<file path="src/rtl/prescaled_gray_counter_pkg.sv">
// Shared definitions for the prescaled Gray counter: mode encodings and the
// binary-to-Gray conversion used wherever a Gray value is formed.
package prescaled_gray_counter_pkg;

  typedef enum logic [1:0] {
    MODE_WRAP   = 2'b00,
    MODE_SAT    = 2'b01,
    MODE_BOUNCE = 2'b10,
    MODE_RSVD   = 2'b11
  } mode_e;

  // Callers zero-extend into 32 bits and truncate the result back to their width.
  function automatic logic [31:0] bin2gray(input logic [31:0] b);
    return b ^ (b >> 1);
  endfunction

endpackage

</file>
<file path="src/rtl/prescaled_gray_counter_if.sv">
// Control and status bundle of the prescaled Gray counter; the master drives
// controls and observes the count, the slave is the counter itself.
interface prescaled_gray_counter_if
  import prescaled_gray_counter_pkg::*;
#(
  parameter int WIDTH = 8,
  parameter int DIV_W = 26
);

  logic             en;
  logic             dir;
  mode_e            mode;
  logic [DIV_W-1:0] div;
  logic             load;
  logic [WIDTH-1:0] load_val;
  logic [WIDTH-1:0] gray;
  logic [WIDTH-1:0] bin;
  logic             tick;
  logic             tc;
  logic             cur_dir;

  modport master (
    output en, dir, mode, div, load, load_val,
    input  gray, bin, tick, tc, cur_dir
  );

  modport slave (
    input  en, dir, mode, div, load, load_val,
    output gray, bin, tick, tc, cur_dir
  );

endinterface

</file>
<file path="src/rtl/prescaled_gray_counter_tick_divider.sv">
// Prescaler: tick is the "step fires on this edge" strobe, asserted while
// enabled once presc has reached div; presc restarts from zero on that edge.
module tick_divider #(
  parameter int DIV_W = 26
) (
  input  logic             clk,
  input  logic             reset,
  input  logic             en,
  input  logic [DIV_W-1:0] div,
  output logic             tick
);

  localparam logic [DIV_W-1:0] ONE = DIV_W'(1);

  logic [DIV_W-1:0] presc;

  // The >= compare lets a shrinking div fire at once instead of wrapping presc.
  assign tick = en && !reset && (presc >= div);

  // NOTE: sequential state uses non-blocking assignments so every register
  // samples pre-edge values, matching the hardware regardless of block order.
  always_ff @(posedge clk) begin
    if (reset) begin
      presc <= '0;
    end else if (en) begin
      presc <= tick ? '0 : presc + ONE;
    end
  end

endmodule

</file>
<file path="src/rtl/prescaled_gray_counter.sv">
// Up/down/saturating/bounce counter stepping once per prescaler interval,
// publishing registered binary and Gray views of the same count.
module prescaled_gray_counter
  import prescaled_gray_counter_pkg::*;
#(
  parameter int WIDTH = 8,
  parameter int DIV_W = 26
) (
  input logic                    clk,
  input logic                    reset,
  prescaled_gray_counter_if.slave bus
);

  localparam logic [WIDTH-1:0] MAX = '1;
  localparam logic [WIDTH-1:0] ONE = WIDTH'(1);

  logic             step;
  logic             up;
  logic [WIDTH-1:0] bin_q, bin_d, gray_q;
  logic             dir_q, dir_d;
  logic             tick_q, tc_q, tc_d;

  // Load restarts the prescaler interval exactly like reset does.
  tick_divider #(.DIV_W(DIV_W)) u_tick_divider (
    .clk   (clk),
    .reset (reset || bus.load),
    .en    (bus.en),
    .div   (bus.div),
    .tick  (step)
  );

  // NOTE: every variable gets a default before any branch, so no path leaves
  // one unassigned and no latch is inferred.
  always_comb begin
    bin_d = bin_q;
    dir_d = dir_q;
    tc_d  = 1'b0;
    up    = (bus.mode == MODE_BOUNCE) ? dir_q : bus.dir;
    if (bus.load) begin
      bin_d = bus.load_val;
    end else if (step) begin
      case (bus.mode)
        MODE_SAT: begin
          if (up ? (bin_q == MAX) : (bin_q == '0)) tc_d = 1'b1;
          else bin_d = up ? bin_q + ONE : bin_q - ONE;
        end
        MODE_BOUNCE: begin
          if (up && bin_q == MAX) begin
            bin_d = MAX - ONE;
            dir_d = 1'b0;
            tc_d  = 1'b1;
          end else if (!up && bin_q == '0) begin
            bin_d = ONE;
            dir_d = 1'b1;
            tc_d  = 1'b1;
          end else begin
            bin_d = up ? bin_q + ONE : bin_q - ONE;
          end
        end
        default: begin
          bin_d = up ? bin_q + ONE : bin_q - ONE;
          tc_d  = up ? (bin_q == MAX) : (bin_q == '0);
        end
      endcase
    end
  end

  always_ff @(posedge clk) begin
    if (reset) begin
      bin_q  <= '0;
      gray_q <= '0;
      dir_q  <= 1'b1;
      tick_q <= 1'b0;
      tc_q   <= 1'b0;
    end else begin
      bin_q  <= bin_d;
      gray_q <= WIDTH'(bin2gray(32'(bin_d)));
      dir_q  <= dir_d;
      tick_q <= step;
      tc_q   <= tc_d;
    end
  end

  assign bus.bin     = bin_q;
  assign bus.gray    = gray_q;
  assign bus.tick    = tick_q;
  assign bus.tc      = tc_q;
  assign bus.cur_dir = up;

endmodule

</file>
<file path="src/flat_wrapper.sv">
// flat-port wrapper written by rule: the top's interface ports become plain ports
module prescaled_gray_counter_flat import prescaled_gray_counter_pkg::*;
#(
  parameter int WIDTH = 8,
  parameter int DIV_W = 26
)
  (clk, reset, bus_en, bus_dir, bus_mode, bus_div, bus_load, bus_load_val, bus_gray, bus_bin, bus_tick, bus_tc, bus_cur_dir);
  prescaled_gray_counter_if #(.WIDTH(WIDTH), .DIV_W(DIV_W)) bus_i ();
  input logic clk;
  input logic reset;
  input wire logic [$bits(bus_i.en)-1:0] bus_en;
  input wire logic [$bits(bus_i.dir)-1:0] bus_dir;
  input wire logic [$bits(bus_i.mode)-1:0] bus_mode;
  input wire logic [$bits(bus_i.div)-1:0] bus_div;
  input wire logic [$bits(bus_i.load)-1:0] bus_load;
  input wire logic [$bits(bus_i.load_val)-1:0] bus_load_val;
  output wire logic [$bits(bus_i.gray)-1:0] bus_gray;
  output wire logic [$bits(bus_i.bin)-1:0] bus_bin;
  output wire logic [$bits(bus_i.tick)-1:0] bus_tick;
  output wire logic [$bits(bus_i.tc)-1:0] bus_tc;
  output wire logic [$bits(bus_i.cur_dir)-1:0] bus_cur_dir;
  assign bus_i.en = bus_en;
  assign bus_i.dir = bus_dir;
  assign bus_i.mode = bus_mode;
  assign bus_i.div = bus_div;
  assign bus_i.load = bus_load;
  assign bus_i.load_val = bus_load_val;
  assign bus_gray = bus_i.gray;
  assign bus_bin = bus_i.bin;
  assign bus_tick = bus_i.tick;
  assign bus_tc = bus_i.tc;
  assign bus_cur_dir = bus_i.cur_dir;
  prescaled_gray_counter #(.WIDTH(WIDTH), .DIV_W(DIV_W)) u_core (.clk(clk), .reset(reset), .bus(bus_i));
endmodule
</file>
<file path="config.mk">
export PLATFORM = sky130hd
export DESIGN_NAME = prescaled_gray_counter_flat
export DESIGN_NICKNAME = d
export VERILOG_FILES = /design/src/rtl/prescaled_gray_counter_pkg.sv /design/src/rtl/prescaled_gray_counter_if.sv /design/src/rtl/prescaled_gray_counter_tick_divider.sv /design/src/rtl/prescaled_gray_counter.sv /design/src/flat_wrapper.sv
export SDC_FILE = /design/constraint.sdc
export NUM_CORES = 1
export LEC_CHECK = 0
export CORE_ASPECT_RATIO = 1.75
export CORE_MARGIN = 2
export CORE_UTILIZATION = 45
export CTS_CLUSTER_DIAMETER = 120
export DETAILED_ROUTE_END_ITERATION = 7
export GPL_ROUTABILITY_DRIVEN = 0
export PLACE_DENSITY_LB_ADDON = 0.2
export RECOVER_POWER = 50
export SYNTH_ARGS = -nofsm -noshare
export SYNTH_HDL_FRONTEND = slang
export SYNTH_SLANG_ARGS = --single-unit
</file>
<file path="constraint.sdc">
create_clock -name clk -period 4.1 [get_ports clk]
set_input_delay 0.82 -clock clk [delete_from_list [all_inputs] [get_ports clk]]
set_output_delay 0.82 -clock clk [all_outputs]
set_load 0.05 [all_outputs]
</file>
==> summary.md, run 1 <==
| Metric | Value |
|---|---|
| Worst R2R Path Depth | `11` |
| Post-DR wirelength/cell | `14.22 um` |
| H-tree levels | `2` |
| Post CTS Setup Buffer Count | `0` |
| Gr ovfl total | `0` |
| Placed cell areas | `3664 um2` |
| Async SR Flop Fraction | `0%` |
| First-pass GRT wire length | `12500 um` |
| Die X-Extent | `65.64 um` |
| Initial detailed-routing violation count | `approximately 110` |
| Row Count | `39` |
| Synthesized cell area | `2992 um2` |
| Via-to-Cell Ratio | `roughly 5.3` |
| P&R area growth vs syn | `27.65%` |
| Design Area, Final | `3819 um2` |
| Core Region | `6490 um2` |
| Worst setup path startpoint | `bus_div[24]` |
| CP Class | `in -> reg` |
| Final setup fails | `0` |
| Post-CTS Hold Buffers | `0` |
| Critical Path Fanout Max | `6` |
| Reg2reg end | `u_core.bus.gray[0]` |
| Synth top area share | `between 20 and 30%` |
| Mean area per synthesized cell | `7.852 um2` |
| Clock buffer depth | `2` |
| Hpwl dp | `6049 um` |
| PwrDens | `297.2 nW/um2` |
| Pleak | `1.630 nW` |
| Share of cells above drive strength 1 | `4.762%` |
| Gr usage total | `21.77%` |
| Fin crit share | `between 80% and 90%` |
| Final ANT Viol Nets | `0` |
| Top cells by area, synth | `dfxtp_1, ha_1, nor2_1` |
| Commonest cells after routing, fill and taps aside | `nor2_1, dfxtp_1, inv_1, clkdlybuf4s50_1, nand2_1` |
| Reg clk slew, reported paths | `0.06 ns` |
| Largest net degree at the start of global routing | `15` |
| Register area share after synthesis | `around 30%` |
| Hold Fails Final Rpt | `0` |
| NumNets Final | `around 510` |
| Ant. Diodes | `0` |
| Most common cell after layout, fill and taps aside | `nor2_1` |
| Vias in the first global route | `2857` |
| Critical path startpoint category | `primary input` |
| RSZ-0062 raised after global routing | `false` |
| FMAX | `~0.27 GHz` |
| TritonCTS clock tree | `done` |
| FF-to-FF setup slack | `1.18 ns` |
| Num ports | `60` |
| Detailed-route via count | `around 2800` |
| Number of port buffers | `59` |
| Synth Net Count | `452` |
| Maxcap violations | `0` |
| DRC | `0` |
| CP required | `4.26 ns` |
| Starting Density | `approximately 46%` |
| Synth area leader | `dfxtp_1` |
| Max Slew Vio Count | `0` |
| Worst skew pair latency | `0.29 ns` |
| Ys flop type | `dfxtp_1` |
| Die ar. | `between 7000 and 8000 um2` |
| FILL cells | `601` |
| Setup crit end kind | `register` |
| Yosys cell types | `53` |
| CP arrival | `3.83 ns` |
| Post-Syn Instances | `381` |
| Worst hold path class | `reg -> reg` |
| Clock sink total | `between 40 and 50` |
| Post-CTS resize count | `0` |
| Status | `completed` |
| Least-Margin Pin Slew | `a little over 0.5 ns` |
| End of the critical path | `u_core.bus.gray[0]` |
| Die Y-Extent | `111.9 um` |
| Number of synthesized flops with an enable pin | `0` |
| Relative slew slack | `about 65%` |
| Routed Wire Length | `7438 um` |
| Reg2reg start | `u_core.u_tick_divider.presc[24]` |
| Setup Skew | `~0.0030 ns` |
| First drt pass iteration count | `4` |
| Crit path time final | `around 3.7 ns` |
| VDD IR-drop max | `between 0.0002 and 0.00025 V` |
| YS warnings | `0` |
| Total CTS buffers | `5` |
| Root Driver | `clkbuf_16` |
| Initial antenna violation count | `0` |
| Synthesis-stage register bit count | `44` |
| Post-route setup TNS | `0 ns` |
-- sequential cells by signal, indices dropped and copies added (netlist names) --
register and count:
u_core.dir_q 1, u_core.bus.gray 8, u_core.bus.bin 7, u_core.bus.tc 1
u_core.bus.tick 1, u_core.u_tick_divider.presc 26
-- layout make-up --
cell class	instances	area, um2	area share, %
multi-input combinational	285	1893	49.57
sequential	44	880.8	23.07
timing repair buffer	65	628.1	16.45
inverter	39	146.4	3.834
clock buffer	5	125.1	3.277
tap	82	102.6	2.687
clock inverter	3	42.54	1.114
-- report_power, final --
group | internal, mW | switching (mW) | total, mW
combinational | 0.101 | 0.128 | 0.229
clock | 0.286 | 0.166 | 0.452
sequential | 0.440 | 0.0142 | 0.454
total | 0.827 | 0.308 | 1.13
-- how the worst min path moves through the flow --
stage / start / end / depth (start not counted)
global placement: u_core.u_tick_divider.presc[25] / u_core.u_tick_divider.presc[25] / 2
global route: u_core.u_tick_divider.presc[21] / u_core.u_tick_divider.presc[21] / 2
finish: u_core.u_tick_divider.presc[25] / u_core.u_tick_divider.presc[25] / 2
detailed placement: u_core.u_tick_divider.presc[25] / u_core.u_tick_divider.presc[25] / 2
CTS: u_core.u_tick_divider.presc[25] / u_core.u_tick_divider.presc[25] / 2
floorplan: u_core.u_tick_divider.presc[25] / u_core.u_tick_divider.presc[25] / 2
-- worst max-delay path: stages --
cell and delay [ns]:
dlygate4sd3_1 0.52, inv_1 0.04, ha_1 0.32, a21oi_1 0.15, a21boi_0 0.15, a311oi_1 0.33
nand2_1 0.12, a22oi_1 0.42, clkbuf_1 0.31, o21ai_1 0.11, a31oi_1 0.31, xnor2_1 0.17
nor2_1 0.05
-- cell families after synthesis --
family	Yosys count	synth area share, %
simple gates	150	23.63
mux	4	1.965
buf+inv	52	7.110
compound gates	64	14.47
flops	44	29.44
fa+ha+maj	30	12.55
xor+xnor	37	10.83
-- cells in the mapped netlist, types with 10 or more instances --
| library cell | count |
|---|---|
| inv_1 | 39 |
| dfxtp_1 | 44 |
| nor3_1 | 10 |
| xor2_1 | 15 |
| nand4_1 | 11 |
| nand2_1 | 33 |
| xnor2_1 | 22 |
| nand3_1 | 10 |
| a21oi_1 | 20 |
| nor2_1 | 59 |
| ha_1 | 30 |
| o21ai_0 | 10 |
-- metrics by stage --
stage          util [%]  setup WS, ns  power, mW  hold WS [ns]  std cells
2_1_floorplan         -        0.7104     0.6061        0.4830        381
3_3_place_gp      56.45        0.3615     0.6965        0.4991        515
3_5_place_dp      56.45        0.2508     0.6981        0.5223        515
4_1_cts           59.03        0.4701      1.147        0.5366        523
5_1_grt           58.84        0.2531      1.184        0.5889        523
6_report          58.84        0.4301      1.135        0.5252        523
-- metal layers --
layer	track usage [%]	vias up	part of all wire, %
met5	0	-	0
met4	9.583	0	2.5
met3	3.838	18	3.0
met2	43.30	59	58
met1	20.19	1285	36
li1	-	1420	-
(Power assumes the default switching activity.)
==> inputs of run 2 (changes only) <==
--- a/config.mk
+++ b/config.mk
@@ -5,7 +5,7 @@
 export SDC_FILE = /design/constraint.sdc
 export NUM_CORES = 1
 export LEC_CHECK = 0
-export CORE_ASPECT_RATIO = 1.75
+export CORE_ASPECT_RATIO = 0.75
 export CORE_MARGIN = 2
 export CORE_UTILIZATION = 45
 export CTS_CLUSTER_DIAMETER = 120
==> summary.md, run 2 (synthesis results as in run 1) <==
| Metric | Value |
|---|---|
| Final setup fails | `0 (unchanged)` |
| Ant. Diodes | `0 (unchanged)` |
| Post-CTS resize count | `0 (unchanged)` |
| Final ANT Viol Nets | `0 (unchanged)` |
| Fin util | `59.31% (was 58.84%)` |
| DRC | `0 (unchanged)` |
| Setup Skew | `0.007156 ns (was 0.002994 ns)` |
| Vias in the first global route | `2675 (was 2857)` |
| P&R area growth vs syn | `26.52% (was 27.65%)` |
| Post-route setup TNS | `0 ns (unchanged)` |
| First drt pass iteration count | `5 (was 4)` |
| Via-to-Cell Ratio | `5.382 (was 5.319)` |
| Commonest cells after routing, fill and taps aside | `nor2_1, dfxtp_1, inv_1, clkdlybuf4s50_1, nand2_1 (unchanged)` |
| Routed Wire Length | `7478 um (was 7438 um)` |
| CP required | `4.28 ns (was 4.26 ns)` |
| Row Count | `25 (was 39)` |
| Largest register FFs | `26 (unchanged)` |
| Least-Margin Pin Slew | `0.5648 ns (was 0.5178 ns)` |
| Detailed-route via count | `2815 (was 2782)` |
| Starting Density | `46.88% (was 46.10%)` |
| First-pass GRT wire length | `12670 um (was 12500 um)` |
| Crit path time final | `3.533 ns (was 3.670 ns)` |
| Setup crit end kind | `register (unchanged)` |
| Critical Path Fanout Max | `10 (was 6)` |
| Most common cell after layout, fill and taps aside | `nor2_1 (unchanged)` |
| Core Region | `6381 um2 (was 6490 um2)` |
| TritonCTS clock tree | `done (unchanged)` |
| H-tree levels | `2 (unchanged)` |
| VDD IR-drop max | `0.0002432 V (was 0.0002173 V)` |
| CP Class | `in -> reg (unchanged)` |
| Total CTS buffers | `5 (unchanged)` |
| Largest net degree at the start of global routing | `21 (was 15)` |
| Post-CTS Hold Buffers | `0 (unchanged)` |
| Maxcap violations | `0 (unchanged)` |
| Share of cells above drive strength 1 | `4.977% (was 4.762%)` |
| Initial detailed-routing violation count | `234 (was 108)` |
| Critical path startpoint category | `primary input (unchanged)` |
| Status | `completed (unchanged)` |
| PwrDens | `276.4 nW/um2 (was 297.2 nW/um2)` |
| Clock sink total | `44 (unchanged)` |
| Num ports | `60 (unchanged)` |
| Die ar. | `7323 um2 (was 7342 um2)` |
| Hold Fails Final Rpt | `0 (unchanged)` |
| Relative slew slack | `62.35% (was 65.37%)` |
| Gr usage total | `21.20% (was 21.77%)` |
| Post CTS Setup Buffer Count | `0 (unchanged)` |
| Initial antenna violation count | `0 (unchanged)` |
| NumNets Final | `512 (was 511)` |
| Fin crit share | `86.16% (was 89.51%)` |
| Root Driver | `clkbuf_8 (was clkbuf_16)` |
| RSZ-0062 raised after global routing | `false (unchanged)` |
| Worst hold path class | `reg -> reg (unchanged)` |
| Biggest register | `u_core.u_tick_divider.presc (unchanged)` |
| Max Slew Vio Count | `0 (unchanged)` |
| Tot Pwr | `1.046 mW (was 1.135 mW)` |
| Clock buffer depth | `2 (unchanged)` |
| Number of port buffers | `59 (unchanged)` |
| Worst skew pair latency | `0.29 ns (about the same)` |
| Post-DR wirelength/cell | `14.30 um (was 14.22 um)` |
| Pleak | `1.618 nW (was 1.630 nW)` |
| Gr ovfl total | `0 (unchanged)` |
| Reg clk slew, reported paths | `0.08 ns (was 0.06 ns)` |
| FMAX | `0.2831 GHz (was 0.2725 GHz)` |
| Die Y-Extent | `74.61 um (was 111.9 um)` |
| Hpwl dp | `5795 um (was 6049 um)` |
| CP arrival | `3.72 ns (was 3.83 ns)` |
| Die X-Extent | `98.15 um (was 65.64 um)` |
==> run 2: cell count changes in the layout (fill, tap and decap cells not counted), sizes merged <==
cell,before,now
clkinvlp,1,0
clkbuf,7,10
clkinv,1,0
==> run 2: path summary, 6_finish.rpt <==
check / startpoint / endpoint / slack, ns / cells past startpoint
max: bus_div[25] / u_core.bus.gray[4] / 0.57 / 12
min: u_core.dir_q / u_core.dir_q / 0.54 / 2
max reg2reg: u_core.u_tick_divider.presc[24] / u_core.bus.gray[4] / 1.25 / 10
min reg2reg: u_core.dir_q / u_core.dir_q / 0.54 / 2
==> run 2: cell type report <==
cell class | instances | area (um2)
clock inverters | 1 | 30.03
inverters | 39 | 146.4
repair buffers | 66 | 631.9
well taps | 81 | 101.3
clock buffers | 7 | 96.34
flip-flops and latches | 44 | 880.8
multi-input cells | 285 | 1898
fillers | 586 | 2596
==> run 2: worst max-delay path, stage by stage <==
cell and delay (ns):
dlygate4sd3_1 0.52, inv_1 0.05, ha_1 0.31, nand4_1 0.14, nor2_1 0.10, a311oi_1 0.35
nand2_1 0.14, a22oi_2 0.47, nand2_1 0.16, o221ai_1 0.39, xor2_1 0.19, nor2_1 0.06
==> run 2: metrics by stage <==
stage / instances / instance area (um2) / setup WS, ns / hold WS [ns]
2_1_floorplan: 381 / 2992 / 0.7104 / 0.4830
3_3_place_gp: 515 / 3670 / 0.3267 / 0.5169
3_5_place_dp: 515 / 3670 / 0.3168 / 0.5219
4_1_cts: 523 / 3796 / 0.5741 / 0.5461
5_1_grt: 523 / 3785 / 0.2764 / 0.5715
6_report: 523 / 3785 / 0.5675 / 0.5417
==> run 2: metal layers <==
metal  GRT usage, %  up-vias  share of wire (%)
li1               -     1424                  -
met1          32.61     1286                 53
met2          32.19       99                 41
met3          3.621        6                5.4
met4          2.740        0               0.52
met5              0        -                  0
==> run 2: power by group <==
part | switching [mW] | total (mW) | leakage, nW | internal, mW
combinational | 0.129 | 0.229 | 1.20 | 0.100
clock | 0.149 | 0.364 | 0.0645 | 0.215
sequential | 0.0137 | 0.453 | 0.358 | 0.439
total | 0.291 | 1.05 | 1.62 | 0.755
==> inputs of run 3 (changes only) <==
--- a/config.mk
+++ b/config.mk
@@ -5,6 +5,7 @@
 export SDC_FILE = /design/constraint.sdc
 export NUM_CORES = 1
 export LEC_CHECK = 0
+export ABC_CLOCK_PERIOD_IN_PS = 4100
 export CORE_ASPECT_RATIO = 0.75
 export CORE_MARGIN = 2
 export CORE_UTILIZATION = 45
@@ -13,6 +14,7 @@
 export GPL_ROUTABILITY_DRIVEN = 0
 export PLACE_DENSITY_LB_ADDON = 0.2
 export RECOVER_POWER = 50
+export SLEW_MARGIN = 20
 export SYNTH_ARGS = -nofsm -noshare
 export SYNTH_HDL_FRONTEND = slang
 export SYNTH_SLANG_ARGS = --single-unit
==> results of run 3 <==
Final layout, timing and power as in run 2 (identical DEF).
